<file path="src/rtl/exmem_pkg.sv">
// exmem_pkg: shared payload layout and constants for the EX/MEM stage.
// Payload packs {wreg, m2reg, wmem, temp, r, qb} from MSB to LSB.
package exmem_pkg;

    localparam int CTRL_W     = 3;
    localparam int STAGES_MIN = 1;
    localparam int STAGES_MAX = 4;
    localparam int REG_ZERO   = 0;

    function automatic int pl_w(input int dw, input int rn);
        return CTRL_W + rn + 2 * dw;
    endfunction

    function automatic int off_r(input int dw);
        return dw;
    endfunction

    function automatic int off_temp(input int dw);
        return 2 * dw;
    endfunction

    function automatic int off_wmem(input int dw, input int rn);
        return 2 * dw + rn;
    endfunction

    function automatic int off_m2reg(input int dw, input int rn);
        return 2 * dw + rn + 1;
    endfunction

    function automatic int off_wreg(input int dw, input int rn);
        return 2 * dw + rn + 2;
    endfunction

    function automatic bit stages_ok(input int s);
        return (s >= STAGES_MIN) && (s <= STAGES_MAX);
    endfunction

endpackage

</file>
<file path="src/rtl/exmem_pipe_slice.sv">
// pipe_slice: one register slice of the EX/MEM pipe.
// Payload only moves on a valid source so a bubble leaves stale contents.
module pipe_slice
    import exmem_pkg::*;
#(
    parameter int PL_W = 8
) (
    input  logic            clk,
    input  logic            rst,
    input  logic            flush,
    input  logic            load,
    input  logic            src_valid,
    input  logic [PL_W-1:0] src_pl,
    output logic            valid,
    output logic [PL_W-1:0] pl
);

    always_ff @(posedge clk) begin
        if (rst) begin
            valid <= 1'b0;
            pl    <= '0;
        end else if (flush) begin
            valid <= 1'b0;
        end else if (load) begin
            valid <= src_valid;
            if (src_valid)
                pl <= src_pl;
        end
    end

endmodule

</file>
<file path="src/rtl/exmem_pipe.sv">
// exmem_pipe: multi-slice EX/MEM register with handshake, flush and
// a combinational forwarding query for the hazard unit.
module exmem_pipe
    import exmem_pkg::*;
#(
    parameter int DATA_W = 32,
    parameter int RN_W   = 5,
    parameter int STAGES = 1
) (
    input  logic              clk,
    input  logic              rst,
    input  logic              flush,
    input  logic              e_valid,
    output logic              e_ready,
    input  logic              ewreg,
    input  logic              em2reg,
    input  logic              ewmem,
    input  logic [RN_W-1:0]   etemp,
    input  logic [DATA_W-1:0] r,
    input  logic [DATA_W-1:0] eqb,
    output logic              m_valid,
    input  logic              m_ready,
    output logic              mwreg,
    output logic              mm2reg,
    output logic              mwmem,
    output logic [RN_W-1:0]   mtemp,
    output logic [DATA_W-1:0] mr,
    output logic [DATA_W-1:0] mqb,
    input  logic [RN_W-1:0]   q_rn,
    output logic              q_hit,
    output logic              q_load,
    output logic [DATA_W-1:0] q_data
);

    localparam int PL_W = pl_w(DATA_W, RN_W);
    localparam int O_R  = off_r(DATA_W);
    localparam int O_T  = off_temp(DATA_W);
    localparam int O_WM = off_wmem(DATA_W, RN_W);
    localparam int O_M2 = off_m2reg(DATA_W, RN_W);
    localparam int O_WR = off_wreg(DATA_W, RN_W);

    if (!stages_ok(STAGES)) begin : g_bad_stages
        $error("exmem_pipe: STAGES out of range");
    end

    logic            v  [STAGES];
    logic [PL_W-1:0] pl [STAGES];
    logic [STAGES-1:0] ml;
    logic [PL_W-1:0] e_pl;
    logic [PL_W-1:0] opl;

    assign e_pl = {ewreg, em2reg, ewmem, etemp, r, eqb};

    // A slice may load if empty or if everything downstream moves.
    always_comb begin
        ml = '0;
        ml[STAGES-1] = ~v[STAGES-1] | m_ready;
        for (int i = STAGES - 2; i >= 0; i--)
            ml[i] = ~v[i] | ml[i+1];
    end

    assign e_ready = ml[0];

    for (genvar i = 0; i < STAGES; i++) begin : g_sl
        logic            sv;
        logic [PL_W-1:0] spl;
        if (i == 0) begin : g_head
            assign sv  = e_valid;
            assign spl = e_pl;
        end else begin : g_body
            assign sv  = v[i-1];
            assign spl = pl[i-1];
        end
        pipe_slice #(.PL_W(PL_W)) u_slice (
            .clk       (clk),
            .rst       (rst),
            .flush     (flush),
            .load      (ml[i]),
            .src_valid (sv),
            .src_pl    (spl),
            .valid     (v[i]),
            .pl        (pl[i])
        );
    end

    assign opl     = pl[STAGES-1];
    assign m_valid = v[STAGES-1];
    assign mwreg   = m_valid & opl[O_WR];
    assign mwmem   = m_valid & opl[O_WM];
    assign mm2reg  = opl[O_M2];
    assign mtemp   = opl[O_T +: RN_W];
    assign mr      = opl[O_R +: DATA_W];
    assign mqb     = opl[DATA_W-1:0];

    // Scan oldest to newest so the newest match overrides.
    always_comb begin
        q_hit  = 1'b0;
        q_load = 1'b0;
        q_data = '0;
        for (int i = STAGES - 1; i >= 0; i--) begin
            if (v[i] && pl[i][O_WR] &&
                pl[i][O_T +: RN_W] == q_rn &&
                q_rn != RN_W'(REG_ZERO)) begin
                q_hit  = 1'b1;
                q_load = pl[i][O_M2];
                q_data = pl[i][O_R +: DATA_W];
            end
        end
    end

endmodule

</file>
<file path="config.mk">
export PLATFORM = sky130hd
export DESIGN_NAME = exmem_pipe
export DESIGN_NICKNAME = d
export VERILOG_FILES = /design/src/rtl/exmem_pkg.sv /design/src/rtl/exmem_pipe_slice.sv /design/src/rtl/exmem_pipe.sv
export SDC_FILE = /design/constraint.sdc
export NUM_CORES = 1
export LEC_CHECK = 0
export ABC_CLOCK_PERIOD_IN_PS = 1900
export BUFFER_PORTS_ARGS = -buffer_cell sky130_fd_sc_hd__buf_2
export CAP_MARGIN = 30
export CORE_MARGIN = 8
export CORE_UTILIZATION = 42
export DETAILED_ROUTE_END_ITERATION = 10
export PLACE_DENSITY = 0.78
export SYNTH_ARGS = -nofsm -noshare
export SYNTH_HDL_FRONTEND = slang
export SYNTH_SLANG_ARGS = --single-unit
export TNS_END_PERCENT = 10
</file>
<file path="constraint.sdc">
create_clock -name clk -period 1.9 [get_ports clk]
set_clock_uncertainty 0.2 [all_clocks]
set_input_delay 0.285 -clock clk [delete_from_list [all_inputs] [get_ports clk]]
set_output_delay 0.285 -clock clk [all_outputs]
set_load 0.02 [all_outputs]
</file>
==> flow_summary_export.csv <==
group,metric,value,unit
status,outcome,"finished with violations",
status,failed_checks,"negative setup slack",
global_route,first_global_vias,4522,
cts,clkSlewWorstSetupHoldPaths,80,ps
flow_run,max-cap-violations,0,
final_layout,layout.cells.most_common,"sky130_fd_sc_hd__buf_2",
synth,syn-cell-area,0.00376,mm²
floorplanning,coreArea,0.00868,mm²
floorplanning,start_util,0.433,
final_layout,multi_input_area,0.00197,mm²
routing,first_pass_iters,4,
synth,yosysWarnings,0,
place,setup_slack_at_placement,-213,ps
cts,cts_root_buffer,"sky130_fd_sc_hd__clkbuf_8",
cts,insertion_delay,330,ps
power_and_ir_drop,design_power_total,3.71,mW
floorplanning,die_w,111,µm
worst_setup_path,end_kind,"output port",
worst_setup_path,critPathArrivalTime,1990,ps
worst_setup_path,worstPathMaxFanout,6,
power_and_ir_drop,power.ir.vdd_worst,0.396,mV
routing,detail_route.drc_violations,0,
routing,post_drt_via_cell_ratio,5.47,
global_route,grt_max_degree,74,
synth,synth_cell_types,22,
synth,synth_seq_area_share,0.389,
timing,slew_headroom,0.695,
cts,cts.sinks,73,
final_layout,fillCellCount,680,
final_layout,layout_common_cells,"164 x sky130_fd_sc_hd__buf_2, 78 x sky130_fd_sc_hd__nand3_1, 72 x sky130_fd_sc_hd__o21ai_0, 72 x sky130_fd_sc_hd__a21oi_1, 71 x sky130_fd_sc_hd__dfxtp_1",
final_layout,drive_above_1_share,0.416,
worst_setup_path,timing.setup.critical_path_class,"flop to output port",
final_layout,area_growth,59.0,%
min_path,hold_path.class,"primary input to flop",
worst_setup_path,ff_to_ff_setup_slack,160,ps
timing,setup_ws,-577,ps
routing,routedWlPerCell,18.2,µm
power_and_ir_drop,clock_network_fraction_of_total_power,0.333,
place,buffer_ports.inserted,189,
routing,route.antenna.remaining_nets,0,
cts,largest_buffer_count_on_any_clock_path,2,
synth,synth.avg_cell_area,7.62,µm²
routing,route.vias.total,4330,
global_route,wire_length_of_the_first_global_routing_pass,22600,µm
timing,fmaxAchievable,0.404,GHz
final_layout,sequential_cell_area,0.00146,mm²
timing,slew_at_the_pin_closest_to_its_max_slew_limit,458,ps
global_route,grt_util_all_layers,0.219,
cts,htree_levels,3,
synth,netlist_instances,493,
global_route,globalRouteOverflowTotal,0,
power_and_ir_drop,power_report.internal_total,2.61,mW
worst_setup_path,critical_path_required,1410,ps
global_route,grt_antenna_before_repair,1,
floorplanning,rows,34,
power_and_ir_drop,switching_share,0.298,
power_and_ir_drop,pwr_per_cell_area,621,mW/mm²
synth,yosys_register_bits,73,
timing,final_hold_viol_count,0,
synth,syn_nets,575,
place,hpwlAfterDp,9200,µm
cts,tritoncts.num_buffers,9,
floorplanning,die-height,111,µm
floorplanning,die_area,0.0122,mm²
floorplanning,i_o_pin_cnt,190,
power_and_ir_drop,power.switching,1.10,mW
place,gpl.final_weighted_congestion,0.767,
worst_setup_path,critical_path.startpoint_type,"flop",
routing,first_iter_violations,229,
final_layout,final_net_count,759,
timing,slew_violations,0,
power_and_ir_drop,pwr-share-seq,0.444,
timing,min_period,2480,ps
timing,finalSetupViolations,34,
routing,postRouteWirelength,14400,µm
power_and_ir_drop,comb_power_share,0.223,
timing,final_period_util,1.30,
cts,cts_tree,"done",
power_and_ir_drop,power.static_leakage,2.75,nW
timing,grt_setup_unrepaired,"yes",
## cell usage after synthesis (all sizes together)
| master | count | share of area |
|---|---|---|
| buf | 78 | 0.15 |
| nand3 | 78 | 0.10 |
| dfxtp | 73 | 0.39 |
| a21oi | 72 | 0.096 |
| o21ai | 72 | 0.096 |
| clkbuf | 38 | 0.038 |
| nor4 | 33 | 0.055 |
| inv | 30 | 0.030 |
| nand2b | 5 | 0.0083 |
| and2 | 2 | 0.0033 |
| nor2 | 2 | 0.0020 |
| nor2b | 2 | 0.0033 |
| nor3 | 2 | 0.0027 |
| xnor2 | 2 | 0.0087 |
| nand4 | 1 | 0.0017 |
| o211ai | 1 | 0.0057 |
| o221ai | 1 | 0.0023 |
| or4 | 1 | 0.0030 |
## cell type report
| class | instances | area share |
|---|---|---|
| antenna | 1 | 0.000419 |
| inverter | 30 | 0.0189 |
| clock buffer | 10 | 0.0230 |
| clock inverter | 6 | 0.0113 |
| timing repair buffer | 289 | 0.348 |
| sequential | 73 | 0.245 |
| tap | 108 | 0.0226 |
| multi-input combinational | 274 | 0.330 |
## per-layer routing
metal | track usage | up-vias | wire [µm]
met5 | 0 | - | 0
met4 | 0.0928 | 0 | 335
met3 | 0.0785 | 29 | 1260
met2 | 0.393 | 219 | 7590
met1 | 0.225 | 2064 | 5250
li1 | - | 2018 | -
## per-stage QoR
stage / std cells / util / cell area (µm²) / hold WS (ps) / setup TNS, ps
6_report: 791 / 0.688 / 5970 / 13.6 / -17520
4_1_cts: 789 / 0.682 / 5920 / 2.03 / -17240
5_1_grt: 791 / 0.688 / 5970 / 3.07 / -19400
2_1_floorplan: 493 / - / 4230 / 164 / -10960
3_3_place_gp: 704 / 0.567 / 4920 / 258 / -4670
3_5_place_dp: 704 / 0.567 / 4920 / 264 / -5360
## logic make-up (layout without fill, tap and decap cells)
kind of cell,count (synthesis),after routing,share of synthesized area
compound gates,146,146,0.200
simple gates,126,126,0.183
flops,73,73,0.389
xor+xnor,2,2,0.00866
buf+inv,146,335,0.219
other cells,0,1,0
## final timing paths
check / cells after the start / startpoint / end
worst max-delay path: 6 / g_sl[0].u_slice.pl[68] / q_data[2]
worst min register to register: 2 / g_sl[0].u_slice.pl[27] / g_sl[0].u_slice.pl[27]
worst min-delay path: 3 / r[0] / g_sl[0].u_slice.pl[32]
worst max register to register: 6 / g_sl[0].u_slice.valid / g_sl[0].u_slice.pl[8]
## worst max-delay path, stage by stage, from the launching register on
cell and delay [ps]:
sky130_fd_sc_hd__dfxtp_2 330, sky130_fd_sc_hd__or4_4 550, sky130_fd_sc_hd__o211ai_4 260, sky130_fd_sc_hd__buf_4 170
sky130_fd_sc_hd__buf_8 150, sky130_fd_sc_hd__nor4_4 40, sky130_fd_sc_hd__buf_2 160
## state kept, by name (all words and copies together) (netlist names)
signal and count:
g_sl.u_slice.pl 72, g_sl.u_slice.valid 1
## what timing repair did
action | CTS | global route
gates cloned | 1 | 0
setup buffers | 3 | 2
endpoints found under the setup margin | 34 | 104
pin swaps | 2 | 0
hold endpoints to repair | 65 | 0
hold buffers | 65 | 0
gates resized for setup | 27 | 16
## power groups by stage
stage                     registers [mW]  clock network, mW  logic (mW)
after floorplan                     1.67                  0       0.491
after global placement              1.67                  0       0.654
after detailed placement            1.68                  0       0.669
after CTS                           1.64               1.27       0.806
after global routing                1.66               1.33       0.882
final                               1.65               1.24       0.829
Note: power is estimated with default switching activity, not from simulation.
